`config.mk`:
```
export PLATFORM = sky130hd
export DESIGN_NAME = uart_cmd_parser
export DESIGN_NICKNAME = d
export VERILOG_FILES = /design/src/rtl/uart_cmd_parser_pkg.sv /design/src/rtl/uart_cmd_parser_frame_timeout.sv /design/src/rtl/uart_cmd_parser.sv
export SDC_FILE = /design/constraint.sdc
export NUM_CORES = 1
export LEC_CHECK = 0
export ABC_CLOCK_PERIOD_IN_PS = 2740
export CORE_ASPECT_RATIO = 0.8
export CORE_MARGIN = 5
export CORE_UTILIZATION = 42
export DETAILED_ROUTE_END_ITERATION = 8
export HOLD_SLACK_MARGIN = 0.03
export PLACE_DENSITY = 0.62
export SETUP_SLACK_MARGIN = 0.4
export SLEW_MARGIN = 10
export SYNTH_ARGS = -nofsm -noshare
export SYNTH_HDL_FRONTEND = slang
export SYNTH_SLANG_ARGS = --single-unit
```
`constraint.sdc`:
```
create_clock -name clk -period 2.74 [get_ports clk]
set_input_delay 0.274 -clock clk [delete_from_list [all_inputs] [get_ports clk]]
set_output_delay 0.274 -clock clk [all_outputs]
set_load 0.01 [all_outputs]
```
`src/rtl/uart_cmd_parser_pkg.sv`:
```
// Shared definitions for the UART command frame parser: FSM states, sync marker,
// TDC command codes and the frame checksum helper.
package uart_cmd_parser_pkg;

  typedef enum logic [2:0] {
    ST_IDLE = 3'd0,
    ST_CMD  = 3'd1,
    ST_ADDR = 3'd2,
    ST_DHI  = 3'd3,
    ST_DLO  = 3'd4,
    ST_CSUM = 3'd5
  } state_t;

  localparam logic [7:0] SYNC_BYTE_DEF = 8'hA5;

  // Command codes understood by the TDC register block
  localparam logic [7:0] CMD_NOP   = 8'h00;
  localparam logic [7:0] CMD_WRITE = 8'h01;
  localparam logic [7:0] CMD_READ  = 8'h02;
  localparam logic [7:0] CMD_START = 8'h03;
  localparam logic [7:0] CMD_STOP  = 8'h04;

  function automatic logic [7:0] csum_add(input logic [7:0] acc, input logic [7:0] b);
    return acc ^ b;
  endfunction

endpackage

```
`src/rtl/uart_cmd_parser_frame_timeout.sv`:
```
// Inter-byte gap counter: hit is raised in the TIMEOUT_CYC-th enabled cycle after a clear.
module frame_timeout #(
  parameter int TIMEOUT_CYC = 50000,
  parameter int TO_W        = 16
) (
  input  logic clk,
  input  logic rst,
  input  logic clr,
  input  logic en,
  output logic hit
);

  logic [TO_W-1:0] count;

  assign hit = en && (count == TO_W'(TIMEOUT_CYC - 1));

  // Cycle counter, cleared on demand, advancing while enabled
  always_ff @(posedge clk or posedge rst) begin
    if (rst) begin
      count <= '0;
    end else if (clr) begin
      count <= '0;
    end else if (en) begin
      count <= count + TO_W'(1);
    end else begin
      count <= count;
    end
  end

endmodule

```
`src/rtl/uart_cmd_parser.sv`:
```
// Assembles 6-byte SYNC/CMD/ADDR/DATA_HI/DATA_LO/CSUM frames from a UART byte stream and
// emits one-cycle cmd_valid or frame_err strobes with registered command fields.
module uart_cmd_parser
  import uart_cmd_parser_pkg::*;
#(
  parameter logic [7:0] SYNC_BYTE   = SYNC_BYTE_DEF,
  parameter int         TIMEOUT_CYC = 50000,
  parameter int         TO_W        = 16
) (
  input  logic        clk,
  input  logic        rst,
  input  logic [7:0]  din_byte,
  input  logic        din_byte_rdy,
  output logic        cmd_valid,
  output logic [7:0]  cmd_code,
  output logic [7:0]  cmd_addr,
  output logic [15:0] cmd_data,
  output logic        frame_err,
  output logic        busy
);

  state_t     state, state_n;
  logic       rdy_q;
  logic       accept;
  logic       to_clr, to_hit;
  logic [7:0] cmd_r, addr_r, dhi_r, dlo_r, csum_r, csum_n;
  logic       valid_n, err_n;

  // One accept per high period of the receiver's ready level
  assign accept = din_byte_rdy && !rdy_q;
  assign to_clr = accept || (state == ST_IDLE);

  frame_timeout #(
    .TIMEOUT_CYC (TIMEOUT_CYC),
    .TO_W        (TO_W)
  ) u_timeout (
    .clk (clk),
    .rst (rst),
    .clr (to_clr),
    .en  (!to_clr),
    .hit (to_hit)
  );

  // Next-state, checksum and strobe decode; an accept takes priority over a timeout
  always_comb begin
    state_n = state;
    csum_n  = csum_r;
    valid_n = 1'b0;
    err_n   = 1'b0;
    if (accept) begin
      case (state)
        ST_IDLE: begin
          if (din_byte == SYNC_BYTE) begin
            state_n = ST_CMD;
          end else begin
            state_n = ST_IDLE;
          end
        end
        ST_CMD: begin
          state_n = ST_ADDR;
          csum_n  = din_byte;
        end
        ST_ADDR: begin
          state_n = ST_DHI;
          csum_n  = csum_add(csum_r, din_byte);
        end
        ST_DHI: begin
          state_n = ST_DLO;
          csum_n  = csum_add(csum_r, din_byte);
        end
        ST_DLO: begin
          state_n = ST_CSUM;
          csum_n  = csum_add(csum_r, din_byte);
        end
        ST_CSUM: begin
          state_n = ST_IDLE;
          if (din_byte == csum_r) begin
            valid_n = 1'b1;
          end else begin
            err_n = 1'b1;
          end
        end
        default: begin
          state_n = ST_IDLE;
        end
      endcase
    end else if (to_hit) begin
      state_n = ST_IDLE;
      err_n   = 1'b1;
    end else begin
      state_n = state;
    end
  end

  // State, edge detector and checksum registers
  always_ff @(posedge clk or posedge rst) begin
    if (rst) begin
      state  <= ST_IDLE;
      rdy_q  <= 1'b0;
      csum_r <= 8'h00;
    end else begin
      state  <= state_n;
      rdy_q  <= din_byte_rdy;
      csum_r <= csum_n;
    end
  end

  // Partial-frame field capture
  always_ff @(posedge clk or posedge rst) begin
    if (rst) begin
      cmd_r  <= 8'h00;
      addr_r <= 8'h00;
      dhi_r  <= 8'h00;
      dlo_r  <= 8'h00;
    end else if (accept) begin
      case (state)
        ST_CMD:  cmd_r  <= din_byte;
        ST_ADDR: addr_r <= din_byte;
        ST_DHI:  dhi_r  <= din_byte;
        ST_DLO:  dlo_r  <= din_byte;
        default: cmd_r  <= cmd_r;
      endcase
    end else begin
      cmd_r <= cmd_r;
    end
  end

  // Registered outputs; command fields only change on a good frame
  always_ff @(posedge clk or posedge rst) begin
    if (rst) begin
      cmd_valid <= 1'b0;
      frame_err <= 1'b0;
      busy      <= 1'b0;
      cmd_code  <= 8'h00;
      cmd_addr  <= 8'h00;
      cmd_data  <= 16'h0000;
    end else begin
      cmd_valid <= valid_n;
      frame_err <= err_n;
      busy      <= (state_n != ST_IDLE);
      if (valid_n) begin
        cmd_code <= cmd_r;
        cmd_addr <= addr_r;
        cmd_data <= {dhi_r, dlo_r};
      end else begin
        cmd_code <= cmd_code;
      end
    end
  end

endmodule

```
==> results of run 1 <==
-- worst paths after layout --
kind / to
setup / recovery: cmd_addr[6]
hold / removal: cmd_r[3]
setup reg to reg: cmd_addr[6]
hold reg to reg: cmd_r[0]
max in group asynchronous: cmd_data[7]
min in group clk: rdy_q
-- worst register-to-register path: cells and delay by family, from the launching register on --
kind                   cells  cell delay, ns
DFF                        1            0.50
and+or+nand+nor            3            0.70
buffers and inverters      1            0.30
muxes                      1            0.38
-- cells by family after synthesis --
logic type	after synthesis	share of synthesized area, %
simple gates	105	13.8
fa+ha+maj	1	0.311
compound gates	11	1.71
xor+xnor	29	6.32
buf+inv	16	2.58
mux	58	16.2
flops	95	59.1
-- registers in the layout (all words and copies together), names as in the netlist --
register and count:
addr_r 8, busy 1, cmd_addr 8, cmd_code 8, cmd_data 16, cmd_r 8
cmd_valid 1, csum_r 8, dhi_r 8, dlo_r 8, frame_err 1, rdy_q 1
state 3, u_timeout.count 16
-- synthesized netlist by cell type, types with 4 or more instances --
cell type  number  area, um2
mux2_2         56        631
xnor2_1        15        131
nand4_1         7       43.8
a21oi_1         4       20.0
nand2_1        47        176
dfrtp_1        95       2380
nor2_1         15       56.3
nand3_1         7       35.0
xor2_1         14        123
nor3_1          4       20.0
buf_6           5       56.3
-- layer usage --
| layer | vias up | GRT usage (%) |
|---|---|---|
| li1 | 1206 | - |
| met1 | 1292 | 21.9 |
| met3 | 9 | 3.96 |
| met4 | 0 | 4.75 |
| met2 | 46 | 21.9 |
| met5 | - | 0 |
-- through the flow --
| step | instances | utilization [%] | total power [mW] | area (um2) | hold slack (ns) |
|---|---|---|---|---|---|
| final | 498 | 52.5 | 4.05 | 4980 | 0.341 |
| after global routing | 498 | 52.5 | 4.28 | 4980 | 0.400 |
| after CTS | 498 | 52.5 | 4.10 | 4980 | 0.362 |
| after detailed placement | 482 | 49.1 | 2.75 | 4660 | 0.461 |
| after global placement | 482 | 49.1 | 2.72 | 4660 | 0.454 |
| after floorplan | 315 | - | 2.54 | 4020 | 0.305 |
-- power groups by stage --
stage	clock network, mW	logic, mW	registers [mW]
CTS	1.37	0.777	1.95
global placement	0	0.750	1.97
global route	1.42	0.861	2.00
detailed placement	0	0.767	1.98
floorplan	0	0.667	1.88
finish	1.33	0.764	1.95
-- cell type report --
cell class,instances,share of cell area [%]
Multi-Input combinational cell,204,30.9
Inverter,3,0.301
Tap cell,119,2.99
Sequential cell,95,47.7
Timing Repair Buffer,61,11.7
Clock buffer,10,4.59
Clock inverter,6,1.86
==> impl_metrics.yaml, run 1 <==
run_status:
  status: "completed"
floorplanning:
  num_io_pins: 46
  core_region_area_um2: 9490
  num_rows: 32
  die_x_um: 119
  die_h_um: 97.5
  die-area_um2: 11600
  initial_core_util_pct: 42.4
sta:
  finClkSkew_ns: 0.00832
  rsz0062_at_grt: "false"
  hold_viol: 0
  clock.fmax_mhz: 499
  fin_ws_ns: 0.736
  period_share_pct: 73.1
  fin_crit_ns: 2.00
  slew_viol_final: 0
  setup_tns_ns: 0
  worst_pin_slew_ns: 0.568
  setup_viol_count_final: 0
  slew_headroom_pct: 62.0
grt:
  grt_max_degree: 49
  grt_pass1_wl_mm: 14.0
  grt_pass1_vias: 2646
  grt_usage_pct: 15.0
  overflow: 0
  antenna_found_initial: 0
logic_synthesis:
  syn_avg_cell_area_um2: 12.8
  synth-seq-cells: 95
  yosysSeqAreaShare_pct: 59.1
  async_flop_share_pct: 100
  netlist_area_um2: 4020
  ys_types: 41
  synth_nets: 327
  synth-edff-count: 0
  yosysWarnings: 0
  synth-main-ff-cell: "dfrtp_1"
  netlist_instances: 315
clock_network:
  htreeDepth: 3
  cts.repair.resized: 0
  cts-root-buf: "clkbuf_16"
  clk_pin_slew_worst_paths_ns: 0.07
  cts_sinks: 95
  clk_latency_ns: 0.33
  clock_path_buffers: 2
  cts_hold_buffers: 0
  cts_tree: "yes"
  cts_setup_buffers: 0
  numCtsBuffers: 9
place:
  portBuffers: 45
  dp_slack_ns: 0.452
  gp_congestion: 0.807
  place.detailed.hpwl_mm: 5.78
worst_setup_path:
  rrSetupSlack_ns: 0.74
  required_ns: 2.96
  cp-end-kind: "flip-flop"
  critPathKind: "reg -> reg"
  rr_startpoint: "state[1]"
  cp.depth: 5
  start_kind: "flip-flop"
  crit_path_max_fanout: 18
  startpoint: "state[1]"
  reg2regPathDepth: 5
  crit_family: "simple AND/OR/NAND/NOR gates"
  worstPathCellList: "and2b_1, nand3_2, nor4_4, buf_4, mux2_2"
  worstPathArrival_ns: 2.22
  max_stage_delay_ns: 0.50
  critPathBufInv: 1
  cpMaxStageDelayCell: "dfrtp_1"
route:
  drt_iter0_drc: 121
  vias_per_cell: 5.13
  wl_met1_mm: 4.06
  drtPass1Iterations: 6
  vias: 2553
  final_antenna_net_count: 0
  drc: 0
  route.met3.wl_um: 316
  wl_per_cell_um: 16.4
  drt-total-wl_mm: 8.17
  top_layer: "met4"
  wl_met2_mm: 3.69
finish:
  final_common_cell: "dfrtp_1"
  n_antenna_cell: 0
  fin_nets: 386
  seq_area_um2: 2380
  syn_to_final_growth_pct: 24.0
  drive_gt1_share_pct: 25.1
  multi_input_area_um2: 1540
  final_cell_mix: "dfrtp_1, mux2_2, nand2_1, clkdlybuf4s50_1"
  fillCellCount: 837
power_and_ir_drop:
  p_int_mw: 2.92
  power_frac_comb_pct: 18.9
  clkPwrFrac_pct: 32.9
  p_per_area_nw_per_um2: 812
  pwr-share-seq_pct: 48.2
  p_sw_mw: 1.13
  p_leak_nw: 2.24
  peakVddDrop_v: 0.000334
  netSwitchingFraction_pct: 27.9
min_path:
  hold_path.class: "in -> async"
run:
  maxCapViolCount: 0
Note: power is estimated with default switching activity, not from simulation.
==> inputs of run 2 (changes only) <==
- ABC_CLOCK_PERIOD_IN_PS: 2740 -> 2000
- PLACE_DENSITY: 0.62 -> 0.6
- clock period: 2.74 -> 2 ns (I/O delays scaled with it)
==> run 2 against run 1 <==
Critical path type unchanged. Via count increased by 5.3%. Largest power group unchanged. Final cell count increased by 6.2%. Sequential power increased by 38%. Highest routed layer unchanged.
==> impl_metrics.yaml, run 2 (same netlist as run 1, synthesis figures left out) <==
run_status:
  status: "completed"
finish:
  final_cell_mix: "dfrtp_1, clkdlybuf4s50_1, nand2_1, buf_4, mux2_2"
  n_antenna_cell: 0
  final_common_cell: "dfrtp_1"
  drive_gt1_share_pct: 35.4
  largestRegisters: "cmd_data (16), u_timeout.count (16)"
  postLayoutCoreUtil_pct: 57.8
  fin_nets: 417
  syn_to_final_growth_pct: 36.4
  fillCellCount: 792
clock_network:
  cts_tree: "yes"
  clock_path_buffers: 2
  htreeDepth: 3
  cts-root-buf: "clkbuf_16"
  clk_latency_ns: 0.34
  cts_sinks: 95
  clk_pin_slew_worst_paths_ns: 0.06
  cts_hold_buffers: 0
  numCtsBuffers: 9
worst_setup_path:
  worstPathCellList: "and2b_2, nand3_4, nor4_4, buf_4, buf_12, buf_16, mux2_4"
  critPathBufInv: 3
  cp-end-kind: "flip-flop"
  critPathKind: "reg -> reg"
  rr_startpoint: "state[1]"
  required_ns: 2.22
  max_stage_delay_ns: 0.37
  startpoint: "state[1]"
  worstPathArrival_ns: 2.07
  crit_path_max_fanout: 8
  crit_family: "simple AND/OR/NAND/NOR gates"
  cpMaxStageDelayCell: "dfrtp_1"
  start_kind: "flip-flop"
place:
  dp_slack_ns: -0.216
  portBuffers: 45
  place.detailed.hpwl_mm: 5.89
  gp_congestion: 0.789
power_and_ir_drop:
  p_leak_nw: 2.47
  peakVddDrop_v: 0.000631
  p_per_area_nw_per_um2: 1040
sta:
  fin_crit_ns: 1.86
  worst_pin_slew_ns: 0.471
  rsz0062_at_grt: "true"
  setup_viol_count_final: 0
  period_share_pct: 92.8
  hold_viol: 0
  clock.fmax_mhz: 539
  fin_ws_ns: 0.143
  slew_headroom_pct: 68.5
  finClkSkew_ns: 0.00903
  slew_viol_final: 0
floorplanning:
  core_region_area_um2: 9490
  num_io_pins: 46
  die-area_um2: 11600
  die_h_um: 97.5
  initial_core_util_pct: 42.4
  die_x_um: 119
  num_rows: 32
run:
  maxCapViolCount: 0
grt:
  antenna_found_initial: 0
  grt_pass1_vias: 2832
  grt_max_degree: 39
  grt_pass1_wl_mm: 15.6
  overflow: 0
  grt_usage_pct: 17.2
route:
  vias: 2688
  drt_iter0_drc: 153
  drt-total-wl_mm: 9.70
  final_antenna_net_count: 0
  vias_per_cell: 5.08
  wl_per_cell_um: 18.3
  drtPass1Iterations: 4
  drc: 0
min_path:
  hold_path.class: "in -> async"
## run 2: final timing paths
path | endpoint | slack (ns) | cells past startpoint
max | cmd_code[4] | 0.14 | 7
min | csum_r[7] | 0.24 | 2
max reg2reg | cmd_code[4] | 0.14 | 7
min reg2reg | cmd_r[3] | 0.48 | 2
max in group asynchronous | u_timeout.count[8] | 1.20 | 3
min in group clk | rdy_q | 0.47 | 2
## run 2: layout make-up
type,instances,area (um2),area share [%]
clock buffer,12,256,4.68
clock inverter,4,51.3,0.936
inverter,3,15.0,0.274
multi-input combinational,205,1720,31.4
sequential,95,2380,43.5
tap,119,149,2.72
timing repair buffer,91,906,16.5
## run 2: where the power goes
group	leakage (nW)	internal, mW	switching, mW
logic	1.06	0.626	0.638
registers	1.26	2.38	0.313
clock network	0.149	1.04	0.705
total	2.47	4.04	1.66
## run 2: per-stage QoR
step           instance area (um2)  cells  TNS, ns  power, mW  hold WS, ns
6_report                      5480    529        0       5.70        0.243
5_1_grt                       5480    529        0       6.03        0.290
3_5_place_dp                  4750    489    -6.50       3.85        0.463
2_1_floorplan                 4060    315        0       3.50        0.231
3_3_place_gp                  4750    489    -7.66       3.81        0.463
4_1_cts                       5340    517        0       5.67        0.248
## run 2: metal layers
metal / track usage, % / wire length, um / vias up
li1: - / - / 1265
met3: 3.96 / 357 / 4
met5: 0 / 0 / -
met4: 4.75 / 59 / 0
met2: 26.4 / 4580 / 58
met1: 24.5 / 4700 / 1361
## run 2: timing repair
item | CTS | global route
endpoints found under the setup margin | 36 | 70
cloned | 3 | 1
gates resized for setup | 36 | 15
pin swaps | 2 | 2
setup buffers | 9 | 11
==> inputs of run 3 (changes only) <==
- CELL_PAD_IN_SITES_DETAIL_PLACEMENT: default -> 0
- CELL_PAD_IN_SITES_GLOBAL_PLACEMENT: default -> 1
- PLACE_DENSITY: 0.6 -> 0.71
==> run 3 against run 2 <==
Clock skew fell by 0.00078 ns. Non-clock buffer count fell by 2. Via count shrank 2.5%. Worst hold slack worse by 0.0055 ns. Clock power barely moved. Highest routed layer unchanged. Sequential share of layout area grew 0.22 points. Utilization down 0.36 points. Combinational power barely moved. First-iteration DRC count fell by 10%. Die area is the same. Critical endpoint is now cmd_addr[1]. Critical path depth unchanged. Sequential power fell by 1%.
==> impl_metrics.yaml, run 3 (same netlist as run 1, synthesis figures left out) <==
worst_setup_path:
  cp-end-kind: "flip-flop"
  worstPathArrival_ns: 2.12
  max_stage_delay_ns: 0.37
  cpMaxStageDelayCell: "dfrtp_1"
  worstPathCellList: "and2b_1, nand3_2, nor4_4, buf_4, buf_6, buf_12, mux2_4"
  crit_path_max_fanout: 7
  required_ns: 2.23
  critPathKind: "reg -> reg"
  start_kind: "flip-flop"
sta:
  hold_ws_ns: 0.237
  period_share_pct: 94.7
  setup_tns_ns: 0
  fin_ws_ns: 0.106
  rsz0062_at_grt: "true"
  fin_crit_ns: 1.89
  slew_viol_final: 0
  hold_viol: 0
  setup_viol_count_final: 0
  finClkSkew_ns: 0.00824
  slew_headroom_pct: 66.5
  clock.fmax_mhz: 528
  worst_pin_slew_ns: 0.501
route:
  drt_iter0_drc: 137
  wl_per_cell_um: 17.2
  drc: 0
  final_antenna_net_count: 0
  vias_per_cell: 4.98
  drt-total-wl_mm: 9.05
  vias: 2620
  drtPass1Iterations: 4
place:
  gp_congestion: 0.815
  portBuffers: 45
  dp_slack_ns: -0.248
  dpl_cell_area_um2: 4750
  place.detailed.hpwl_mm: 5.57
clock_network:
  cts_sinks: 95
  clk_latency_ns: 0.34
  numCtsBuffers: 9
  clk_pin_slew_worst_paths_ns: 0.07
  cts-root-buf: "clkbuf_16"
  clock_path_buffers: 2
  htreeDepth: 3
  cts_tree: "yes"
run:
  maxCapViolCount: 0
floorplanning:
  die_h_um: 97.5
  die-area_um2: 11600
  initial_core_util_pct: 42.4
  num_io_pins: 46
  num_rows: 32
  core_region_area_um2: 9490
  die_x_um: 119
finish:
  syn_to_final_growth_pct: 35.5
  n_antenna_cell: 0
  fin_nets: 414
  final_common_cell: "dfrtp_1"
  largestRegisters: "cmd_data (16), u_timeout.count (16)"
  fin_area_um2: 5450
  drive_gt1_share_pct: 32.7
  final_cell_mix: "dfrtp_1, nand2_1, clkdlybuf4s50_1, buf_4"
grt:
  overflow: 0
  grt_max_degree: 45
  grt_usage_pct: 16.0
  grt_pass1_vias: 2672
  antenna_found_initial: 0
  grt_pass1_wl_mm: 14.5
power_and_ir_drop:
  p_per_area_nw_per_um2: 1040
  p_leak_nw: 2.45
  total_power_mw: 5.65
  peakVddDrop_v: 0.000621
min_path:
  hold_path.class: "in -> async"
run_status:
  status: "completed"
==> run 3: cell count changes in the layout (fill, tap and decap cells not counted), sizes merged <==
| cell | change |
|---|---|
| buf | -2 |
| clkbuf | -1 |
| clkinv | +1 |
| clkinvlp | -1 |
| inv | +1 |
| or4b | -1 |
==> run 3: metrics by stage <==
| step | utilization (%) | cells |
|---|---|---|
| 6_report | 57.4 | 526 |
| 5_1_grt | 57.4 | 526 |
| 4_1_cts | 55.9 | 516 |
| 3_5_place_dp | 50.1 | 489 |
| 3_3_place_gp | 50.1 | 489 |
| 2_1_floorplan | - | 315 |
==> run 3: worst paths after layout <==
check                              from                   to  slack (ns)  cells after the start
max                            state[1]          cmd_addr[1]        0.11                      7
min in group clk           din_byte_rdy                rdy_q        0.46                      2
max in group asynchronous           rst             cmd_r[6]        1.20                      3
max reg2reg                    state[1]          cmd_addr[1]        0.11                      7
min reg2reg                    cmd_r[1]             cmd_r[1]        0.48                      2
min                                 rst  u_timeout.count[13]        0.24                      2
==> run 3: layout make-up <==
type	instances	area, um2
Clock buffer	11	243
Multi-Input combinational cell	204	1700
Inverter	3	15.0
Timing Repair Buffer	89	901
Tap cell	119	149
Clock inverter	5	63.8
Fill cell	798	4040
Sequential cell	95	2380
==> run 3: worst max-delay path: cells and delay by family, from the launching register on <==
kind,cells,cell delay [ns]
buffers and inverters,3,0.42
and+or+nand+nor,3,0.67
muxes,1,0.31
DFF,1,0.37
==> run 3: timing repair <==
item,in CTS,in global routing
gates resized for setup,33,16
gates cloned,3,0
setup buffers,8,10
pin swaps,2,3
endpoints found under the setup margin,33,56
hold buffers,0,0
==> run 3: routing by layer <==
layer / part of all wire [%] / vias to the layer above / global-route usage, % / wire length, um
met5: 0 / - / 0 / 0
met4: 0.75 / 0 / 2.90 / 68
met3: 3.9 / 6 / 5.41 / 356
met2: 43 / 50 / 22.2 / 3870
met1: 53 / 1307 / 24.3 / 4750
li1: - / 1257 / - / -
==> run 3: power breakdown <==
part	total [mW]	switching [mW]	leakage [nW]	internal, mW
registers	2.65	0.281	1.26	2.37
clock network	1.77	0.748	0.152	1.02
logic	1.23	0.603	1.04	0.628
total	5.65	1.63	2.45	4.02
